--- src/rtl/resp_framer_if.sv ---
// resp_framer_if: request, payload and tx byte-stream handshakes of the response framer.
interface resp_framer_if #(
    parameter int LEN_WIDTH = 16
);
    logic                 req_valid;
    logic                 req_ready;
    logic [7:0]           req_opcode;
    logic [7:0]           req_status;
    logic [LEN_WIDTH-1:0] req_len;
    logic [7:0]           pl_data;
    logic                 pl_valid;
    logic                 pl_ready;
    logic [7:0]           tx_data;
    logic                 tx_valid;
    logic                 tx_ready;

    modport master (
        output req_valid, req_opcode, req_status, req_len, pl_data, pl_valid, tx_ready,
        input  req_ready, pl_ready, tx_data, tx_valid
    );
    modport slave (
        input  req_valid, req_opcode, req_status, req_len, pl_data, pl_valid, tx_ready,
        output req_ready, pl_ready, tx_data, tx_valid
    );
endinterface

--- src/rtl/resp_framer.sv ---
// resp_framer: streams SOF, header, payload and checksum bytes of a response frame to the tx FIFO.
// Optional payload starvation timeout is enabled by defining RESP_FRAMER_TIMEOUT_EN.
module resp_framer #(
    parameter int         LEN_WIDTH      = 16,
    parameter int         MAX_LEN        = 512,
    parameter logic [7:0] SOF_BYTE       = 8'hA5,
    parameter int         TIMEOUT_CYCLES = 1024
) (
    input  logic         clk,
    input  logic         rst,
    resp_framer_if.slave bus,
    output logic         busy_o,
    output logic         frame_done_o,
    output logic         len_err_o,
    output logic         timeout_err_o
);
    typedef enum logic [2:0] {IDLE, SOF, OPC, STAT, LENH, LENL, PAYLOAD, CHK} state_e;

    state_e               state_q, state_d;
    logic [7:0]           tx_data_q, tx_data_d, opc_q, opc_d, stat_q, stat_d, sum_q, sum_d, pl_byte;
    logic [LEN_WIDTH-1:0] len_q, len_d, rem_q, rem_d;
    logic                 tx_valid_q, tx_valid_d, chk_ld_q, chk_ld_d, len_err_q, len_err_d;
    logic                 can_load, pl_take, fill;

    assign can_load = !tx_valid_q || bus.tx_ready;
    assign pl_take  = state_q == PAYLOAD && can_load && (fill || bus.pl_valid);
    assign pl_byte  = fill ? 8'h00 : bus.pl_data;

    always_ff @(posedge clk or posedge rst) begin
        if (rst) begin
            state_q    <= IDLE;
            tx_data_q  <= '0;
            tx_valid_q <= 1'b0;
            opc_q      <= '0;
            stat_q     <= '0;
            len_q      <= '0;
            rem_q      <= '0;
            sum_q      <= '0;
            chk_ld_q   <= 1'b0;
            len_err_q  <= 1'b0;
        end else begin
            state_q    <= state_d;
            tx_data_q  <= tx_data_d;
            tx_valid_q <= tx_valid_d;
            opc_q      <= opc_d;
            stat_q     <= stat_d;
            len_q      <= len_d;
            rem_q      <= rem_d;
            sum_q      <= sum_d;
            chk_ld_q   <= chk_ld_d;
            len_err_q  <= len_err_d;
        end
    end

    // Output register drains by default; each state reloads it only when it can accept a byte.
    always_comb begin
        state_d    = state_q;
        tx_data_d  = tx_data_q;
        tx_valid_d = tx_valid_q && !bus.tx_ready;
        opc_d      = opc_q;
        stat_d     = stat_q;
        len_d      = len_q;
        rem_d      = rem_q;
        sum_d      = sum_q;
        chk_ld_d   = chk_ld_q;
        len_err_d  = 1'b0;
        unique case (state_q)
            IDLE: if (bus.req_valid) begin
                opc_d     = bus.req_opcode;
                stat_d    = bus.req_status;
                len_d     = bus.req_len;
                sum_d     = '0;
                len_err_d = bus.req_len > LEN_WIDTH'(MAX_LEN);
                state_d   = len_err_d ? IDLE : SOF;
            end
            SOF: if (can_load) begin
                tx_data_d  = SOF_BYTE;
                tx_valid_d = 1'b1;
                state_d    = OPC;
            end
            OPC: if (can_load) begin
                tx_data_d  = opc_q;
                tx_valid_d = 1'b1;
                sum_d      = sum_q + opc_q;
                state_d    = STAT;
            end
            STAT: if (can_load) begin
                tx_data_d  = stat_q;
                tx_valid_d = 1'b1;
                sum_d      = sum_q + stat_q;
                state_d    = LENH;
            end
            LENH: if (can_load) begin
                tx_data_d  = len_q[15:8];
                tx_valid_d = 1'b1;
                sum_d      = sum_q + len_q[15:8];
                state_d    = LENL;
            end
            LENL: if (can_load) begin
                tx_data_d  = len_q[7:0];
                tx_valid_d = 1'b1;
                sum_d      = sum_q + len_q[7:0];
                rem_d      = len_q;
                state_d    = len_q != '0 ? PAYLOAD : CHK;
            end
            PAYLOAD: if (pl_take) begin
                tx_data_d  = pl_byte;
                tx_valid_d = 1'b1;
                sum_d      = sum_q + pl_byte;
                rem_d      = rem_q - LEN_WIDTH'(1);
                state_d    = rem_q == LEN_WIDTH'(1) ? CHK : PAYLOAD;
            end
            CHK: if (!chk_ld_q && can_load) begin
                tx_data_d  = -sum_q;
                tx_valid_d = 1'b1;
                chk_ld_d   = 1'b1;
            end else if (chk_ld_q && bus.tx_ready) begin
                chk_ld_d = 1'b0;
                state_d  = IDLE;
            end
            default: state_d = IDLE;
        endcase
    end

    always_comb begin
        bus.req_ready = state_q == IDLE;
        bus.pl_ready  = state_q == PAYLOAD && can_load && !fill;
        bus.tx_data   = tx_data_q;
        bus.tx_valid  = tx_valid_q;
        busy_o        = state_q != IDLE;
        frame_done_o  = state_q == CHK && chk_ld_q && bus.tx_ready;
        len_err_o     = len_err_q;
    end

`ifdef RESP_FRAMER_TIMEOUT_EN
    localparam int TW = $clog2(TIMEOUT_CYCLES + 1);

    logic [TW-1:0] to_cnt_q, to_cnt_d;
    logic          fill_q, fill_d, to_err_q, to_err_d;

    always_ff @(posedge clk or posedge rst) begin
        if (rst) begin
            to_cnt_q <= '0;
            fill_q   <= 1'b0;
            to_err_q <= 1'b0;
        end else begin
            to_cnt_q <= to_cnt_d;
            fill_q   <= fill_d;
            to_err_q <= to_err_d;
        end
    end

    // Once starved, the rest of the payload is zero-filled without further handshakes.
    always_comb begin
        to_cnt_d = to_cnt_q;
        fill_d   = fill_q;
        to_err_d = 1'b0;
        if (state_q != PAYLOAD) begin
            to_cnt_d = '0;
            fill_d   = 1'b0;
        end else if (pl_take) begin
            to_cnt_d = '0;
        end else if (can_load) begin
            to_cnt_d = to_cnt_q + TW'(1);
            fill_d   = to_cnt_q == TW'(TIMEOUT_CYCLES - 1);
            to_err_d = fill_d;
        end
    end

    assign fill          = fill_q;
    assign timeout_err_o = to_err_q;
`else
    assign fill          = 1'b0;
    assign timeout_err_o = 1'b0;
`endif
endmodule
--- src/flat_wrapper.sv ---
// flat-port wrapper written by rule: the top's interface ports become plain ports
module resp_framer_flat 
#(
    parameter int         LEN_WIDTH      = 16,
    parameter int         MAX_LEN        = 512,
    parameter logic [7:0] SOF_BYTE       = 8'hA5,
    parameter int         TIMEOUT_CYCLES = 1024
)
  (clk, rst, busy_o, frame_done_o, len_err_o, timeout_err_o, bus_req_valid, bus_req_opcode, bus_req_status, bus_req_len, bus_pl_data, bus_pl_valid, bus_tx_ready, bus_req_ready, bus_pl_ready, bus_tx_data, bus_tx_valid);
  resp_framer_if #(.LEN_WIDTH(LEN_WIDTH)) bus_i ();
  input  logic clk;
  input  logic rst;
  output logic busy_o;
  output logic frame_done_o;
  output logic len_err_o;
  output logic timeout_err_o;
  input wire logic [$bits(bus_i.req_valid)-1:0] bus_req_valid;
  input wire logic [$bits(bus_i.req_opcode)-1:0] bus_req_opcode;
  input wire logic [$bits(bus_i.req_status)-1:0] bus_req_status;
  input wire logic [$bits(bus_i.req_len)-1:0] bus_req_len;
  input wire logic [$bits(bus_i.pl_data)-1:0] bus_pl_data;
  input wire logic [$bits(bus_i.pl_valid)-1:0] bus_pl_valid;
  input wire logic [$bits(bus_i.tx_ready)-1:0] bus_tx_ready;
  output wire logic [$bits(bus_i.req_ready)-1:0] bus_req_ready;
  output wire logic [$bits(bus_i.pl_ready)-1:0] bus_pl_ready;
  output wire logic [$bits(bus_i.tx_data)-1:0] bus_tx_data;
  output wire logic [$bits(bus_i.tx_valid)-1:0] bus_tx_valid;
  assign bus_i.req_valid = bus_req_valid;
  assign bus_i.req_opcode = bus_req_opcode;
  assign bus_i.req_status = bus_req_status;
  assign bus_i.req_len = bus_req_len;
  assign bus_i.pl_data = bus_pl_data;
  assign bus_i.pl_valid = bus_pl_valid;
  assign bus_i.tx_ready = bus_tx_ready;
  assign bus_req_ready = bus_i.req_ready;
  assign bus_pl_ready = bus_i.pl_ready;
  assign bus_tx_data = bus_i.tx_data;
  assign bus_tx_valid = bus_i.tx_valid;
  resp_framer #(.LEN_WIDTH(LEN_WIDTH), .MAX_LEN(MAX_LEN), .SOF_BYTE(SOF_BYTE), .TIMEOUT_CYCLES(TIMEOUT_CYCLES)) u_core (.clk(clk), .rst(rst), .bus(bus_i), .busy_o(busy_o), .frame_done_o(frame_done_o), .len_err_o(len_err_o), .timeout_err_o(timeout_err_o));
endmodule
--- config.mk ---
export PLATFORM = sky130hd
export DESIGN_NAME = resp_framer_flat
export DESIGN_NICKNAME = d
export VERILOG_FILES = /design/src/rtl/resp_framer_if.sv /design/src/rtl/resp_framer.sv /design/src/flat_wrapper.sv
export SDC_FILE = /design/constraint.sdc
export NUM_CORES = 1
export LEC_CHECK = 0
export CAP_MARGIN = 20
export CORE_MARGIN = 2
export CORE_UTILIZATION = 40
export CTS_CLUSTER_SIZE = 16
export DETAILED_ROUTE_END_ITERATION = 10
export GPL_TIMING_DRIVEN = 0
export HOLD_SLACK_MARGIN = 0.08
export PLACE_DENSITY_LB_ADDON = 0.05
export SLEW_MARGIN = 0
export SYNTH_ARGS = -nofsm -noshare
export SYNTH_HDL_FRONTEND = slang
export SYNTH_SLANG_ARGS = --single-unit
--- constraint.sdc ---
create_clock -name clk -period 4.1 [get_ports clk]
set_input_delay 1.23 -clock clk [delete_from_list [all_inputs] [get_ports clk]]
set_output_delay 1.23 -clock clk [all_outputs]
set_load 0.05 [all_outputs]
=== After elaboration in Yosys (flattened, before gate mapping) ===
Cells that the tools add are included.

* Register bits: 70

* Add/sub/neg operators: 7
* $lt $le $gt $ge: 1
* Equality and inequality tests: 18
* Muxes and demuxes: 39
* Reductions and logical operators: 25

{| class="wikitable"
|+ Operators by type and width
! operator !! count
|-
| $mux 8 || 13
|-
| $pmux 8 s7 || 1
|-
| $pmux 8 s6 || 1
|-
| $add 8x8->8 || 5
|-
| $mux 16 || 2
|-
| $pmux 16 s2 || 1
|-
| $mux 3 || 9
|-
| $pmux 3 s8 || 1
|-
| $eq 16x1->1 const B || 1
|-
| $gt 16x10->1 const B || 1
|-
| $ne 2x1->1 const B || 8
|-
| $reduce_bool 16->1 || 1
|-
| $sub 16x1->16 const B || 1
|-
| $eq 3x3->1 const B || 4
|-
| $mux 1 || 10
|-
| $reduce_and 9->1 || 1
|-
| $neg 8->8 || 1
|-
| $reduce_and 8->1 || 1
|-
| $logic_and 1x1->1 || 7
|-
| $reduce_and 7->1 || 1
|-
| $reduce_bool 7->1 || 1
|-
| $eq 3x2->1 const B || 2
|-
| $reduce_bool 6->1 || 1
|-
| $reduce_or 5->1 || 1
|-
| other kinds (10) || 15
|}

=== Depth between registers and ports, before layout ===
* Word-level depth: 6
* Mapped depth: 16
* Mapped depth without buffers: 15

=== Least setup slack after synthesis ===
No wires, ideal clock.

* Path kind: input to register
* Start point: in bus_pl_data[0]
* End point: reg u_core.sum_q[6]
* Arrival: 3120 ps
* Required time: 3990 ps
* Slack: 870 ps
* Stages on the path: 12
* Buffers on the path: 0
* Path through: a32o_1 -> a311oi_1 -> nand2_1 -> ha_1 -> inv_1 -> fa_1 -> nor2b_1 -> o21a_1 -> o21a_1 -> o21a_1 -> o21a_1 -> o41ai_1

* Word-level cells in the longest chain between the ends: 3

{| class="wikitable"
|+ Ends and longest elaborated chain
! element !! RTL line !! RTL
|-
| start, declared || flat_wrapper.sv:21 || <nowiki>input wire logic [$bits(bus_i.pl_data)-1:0] bus_pl_data;</nowiki>
|-
| $add 8x8->8 || resp_framer.sv:109 || <nowiki>sum_d = sum_q + pl_byte;</nowiki>
|-
| $mux 8 || resp_framer.sv:106 || <nowiki>PAYLOAD: if (pl_take) begin</nowiki>
|-
| $pmux 8 s6 || resp_framer.sv:67 || <nowiki>unique case (state_q)</nowiki>
|-
| end signal, assigned || resp_framer.sv:49 || <nowiki>sum_q <= sum_d;</nowiki>
|-
| end, declared || resp_framer.sv:20 || <nowiki>logic [7:0] tx_data_q, tx_data_d, opc_q, opc_d, stat_q, stat_d, sum_q, sum_d, pl_byte;</nowiki>
|}

Every way passes these cells. The select of a mux whose other input is x is not followed.
A chain may end at the register's enable or synchronous reset.

=== Worst setup path in the final report ===
* Start point: in bus_tx_ready
* End point: out frame_done_o

* Word-level cells in the longest chain between the ends: 1

{| class="wikitable"
|+ Ends and longest elaborated chain
! element !! RTL line !! RTL
|-
| start, declared || flat_wrapper.sv:23 || <nowiki>input wire logic [$bits(bus_i.tx_ready)-1:0] bus_tx_ready;</nowiki>
|-
| $logic_and 1x1->1 || resp_framer.sv:131 || <nowiki>frame_done_o = state_q == CHK && chk_ld_q && bus.tx_ready;</nowiki>
|-
| end, declared || flat_wrapper.sv:14 || <nowiki>output logic frame_done_o;</nowiki>
|}

Every way passes these cells.

==> flow_metrics.tcl <==
set metrics [dict create \
    cts_tree "done" \
    status "finished clean" \
    clk_latency_ps 340 \
    finalSetupViolCount 0 \
    p_sw_mw 2.20 \
    ys_types 61 \
    peakVddDrop_v 0.000441 \
    crit_path_end_kind "output port" \
    multi_input_area_mm2 0.00223 \
    rows 37 \
    hp-start "u_core.bus.tx_data[5]$_DFFE_PP0P_" \
    rr_endpoint "u_core.sum_q[6]$_DFFE_PP0P_" \
    clk_pin_slew_ps 80 \
    die_area_mm2 0.0111 \
    tightest_slew_ps 878 \
    ant_nets 0 \
    ys_warn_count 0 \
    hold_end "u_core.bus.tx_data[5]$_DFFE_PP0P_" \
    power.density_mw_per_mm2 920 \
    via_per_inst 5.65 \
    ioPinCount 60 \
    clock.fmax_ghz 0.249 \
    syn_inst 424 \
    critPathTopFamily "buffers and inverters" \
    cts_root_buf "clkbuf_8" \
    die_width_um 106 \
    post-route-cell-area_mm2 0.00514 \
    synth_simple_gate_area_share_pct 15.1 \
    grt_max_degree 49 \
    numCtsBuffers 9 \
    diodes 0 \
    synth_area_leaders "dfrtp_1, mux2_1, ha_1" \
    synthMuxAreaShare_pct 11.9 \
    period_needed_ps 4020 \
    max_slew_margin_pct 41.3 \
    synth_xor_area_share_pct 2.13 \
    dpl_worst_slack_ps 61.3 \
    rrSetupSlack_ps 410 \
    p_sw_share_pct 46.6 \
    crit_type "in2out" \
    power_frac_seq_pct 29.6 \
    h-tree-depth 3 \
    critPathMaxStageDelay_ps 830 \
    hold_buffers 0 \
    area_growth_pct 24.7 \
    finalHoldViolCount 0 \
    drt_iter0_markers 224 \
    wl_per_cell_um 18.6 \
    synth_edf_count 0 \
    ys_seq_area_share_pct 42.5 \
    numPortBuffers 58 \
    synth_compound_area_share_pct 20.1 \
    critical_path.max_fanout 3 \
    cp-start-kind "input port" \
    syn-num-nets 484 \
    crit_start "bus_tx_ready" \
    synth_top_family_by_area "compound AO/OA/AOI/OAI gates" \
    synth_seq_cells 70 \
    p_int_mw 2.53 \
    yosys.area_share.adder_pct 4.74 \
    clkPwrFrac_pct 13.7 \
    synth.top_cell.area_share_pct 42.5 \
    async_flop_share_pct 100 \
    postLayoutCoreUtil_pct 50.5 \
    syn-mean-instance-area_um2 9.72 \
    antenna_found_initial 0 \
    path_cells "clkdlybuf4s50_1 > nand2_1 > nor2_1 > clkdlybuf4s50_1" \
    finalClockSkew_ps 7.53 \
    cts.sinks 70 \
    dr.pass1.iters 5 \
    synth_area_mm2 0.00412 \
    finalCritPeriodShare_pct 98.0 \
    crit_buf_inv 2 \
    p_leak_nw 2.17 \
    grt_usage_pct 22.7 \
    cts_buffer_depth 2 \
    drive_gt1_share_pct 8.20 \
    synthFlopType "dfrtp_1" \
    stdcell_count 636 \
    maxCapViolations 0 \
    ff_latch_area_mm2 0.00175 \
    cpMostUsedCell "clkdlybuf4s50_1" \
    rsz0062_at_grt "no" \
    fp.dieH_um 106 \
    slew_viol_final 0 \
    final_nets 555 \
    synth_most_common_cell "dfrtp_1" \
    dpl_cell_area_mm2 0.00491 \
    synthTopCellsByCount "dfrtp_1, nand2_1, mux2_1" \
    wl_um 11900 \
    finalPower_mw 4.73 \
    critical_path_arrival_ps 2790 \
    n_fill_cell 945 \
    cp_slowest_cell "clkdlybuf4s50_1" \
    worst_slack_ps 81.4 \
    power.share.combinational_pct 56.7 \
    worstHoldPathType "reg2reg" \
    core_area_mm2 0.0102 \
    r2r-start "u_core.state_q[0]$_DFFE_PP0P_" \
    yosys.area.top_type "dfrtp_1" \
    initial_core_util_pct 40.5 \
    drc 0 \
    dp_hpwl_um 9150 \
    place_congestion 0.906 \
    placedCellCount 620 \
    hold_path_depth 1 \
    grt_pass1_vias 3627 \
    cp.required_ps 2870 \
    grt_pass1_wl_um 19400 \
    vias 3591 \
    gr-total-overflow 0 \
    worstRegToRegCells 14 \
]
-- how the worst max path moves through the flow --
stage	end	slack (ps)	depth (start not counted)
2_1_floorplan	u_core.sum_q[6]$_DFFE_PP0P_	870	12
3_3_place_gp	u_core.opc_q[1]$_DFFE_PP0P_	-220	2
3_5_place_dp	bus_pl_ready	60	4
4_1_cts	bus_pl_ready	50	4
5_1_grt	frame_done_o	40	4
6_report	frame_done_o	80	4
-- cells in the final DEF (no fill, tap or decap), types with 3 or more instances in the layout --
cell type	Yosys	final
a22oi_1	8	8
o31ai_1	4	4
nand2_1	38	38
a31oi_1	4	4
nand3_1	12	12
and2_1	5	5
o41ai_1	4	4
clkbuf_8	0	11
nor2_1	28	28
o22a_1	3	3
nor4_1	8	8
dfrtp_1	70	70
xor2_1	7	7
mux2_2	8	8
a21o_1	6	6
a222oi_1	6	6
o21ai_0	9	9
ha_1	14	14
inv_1	12	11
nor3_1	19	19
xnor2_1	3	3
o21a_1	5	5
inv_2	3	3
mux2i_1	4	4
buf_2	5	5
clkbuf_1	14	14
a21oi_1	22	22
clkdlybuf4s50_1	0	57
o21ai_1	23	23
and3_1	3	3
nor2b_1	6	6
mux2_1	32	32
-- per-layer routing --
| layer | up-vias | part of all wire (%) | GRT usage (%) |
|---|---|---|---|
| met5 | - | 0 | 0 |
| met4 | 0 | 2.2 | 6.67 |
| met3 | 19 | 4.2 | 4.76 |
| met2 | 97 | 50 | 38.9 |
| met1 | 1758 | 43 | 28.8 |
| li1 | 1717 | - | - |
-- layout make-up --
class	instances	area share, %
timing repair buffer	60	11.9
multi-input combinational	319	43.3
clock buffer	11	2.94
buffer	20	1.65
sequential	70	34.1
inverter	15	1.14
clock inverter	5	1.58
tap	136	3.31
-- sequential cells by signal (all words and copies together) (netlist names) --
name / flops
u_core.sum_q: 8
u_core.len_err_o: 1
u_core.opc_q: 8
u_core.bus.tx_data: 8
u_core.len_q: 16
u_core.rem_q: 16
u_core.bus.tx_valid: 1
u_core.stat_q: 8
u_core.chk_ld_q: 1
u_core.state_q: 3
-- power by group through the flow --
stage | Clock, mW | Sequential [mW] | Combinational (mW)
3_3_place_gp | 0 | 1.40 | 2.62
6_report | 0.650 | 1.40 | 2.68
2_1_floorplan | 0 | 1.43 | 1.87
3_5_place_dp | 0 | 1.41 | 2.67
4_1_cts | 0.670 | 1.40 | 2.68
5_1_grt | 0.703 | 1.44 | 2.96
-- cells by family after synthesis --
| group | count (synthesis) |
|---|---|
| AND/OR/NAND/NOR | 129 |
| AO/OA/AOI/OAI | 120 |
| flip-flops | 70 |
| multiplexers | 44 |
| buffers and inverters | 35 |
| adder cells (fa/ha/maj) | 15 |
| XOR/XNOR | 10 |
| other | 1 |
-- per-stage QoR --
stage / hold WS (ps) / setup TNS (ps)
floorplan: 452 / 0
detailed placement: 478 / 0
finish: 497 / 0
global route: 514 / 0
global placement: 475 / -14880
CTS: 500 / 0
-- timing repair --
action / 4_1_cts / 5_1_grt
buffers inserted: 0 / 0
gates resized for setup: 0 / 1
endpoints found under the setup margin: 0 / 1
No activity file was read; power rests on OpenSTA's default activity.
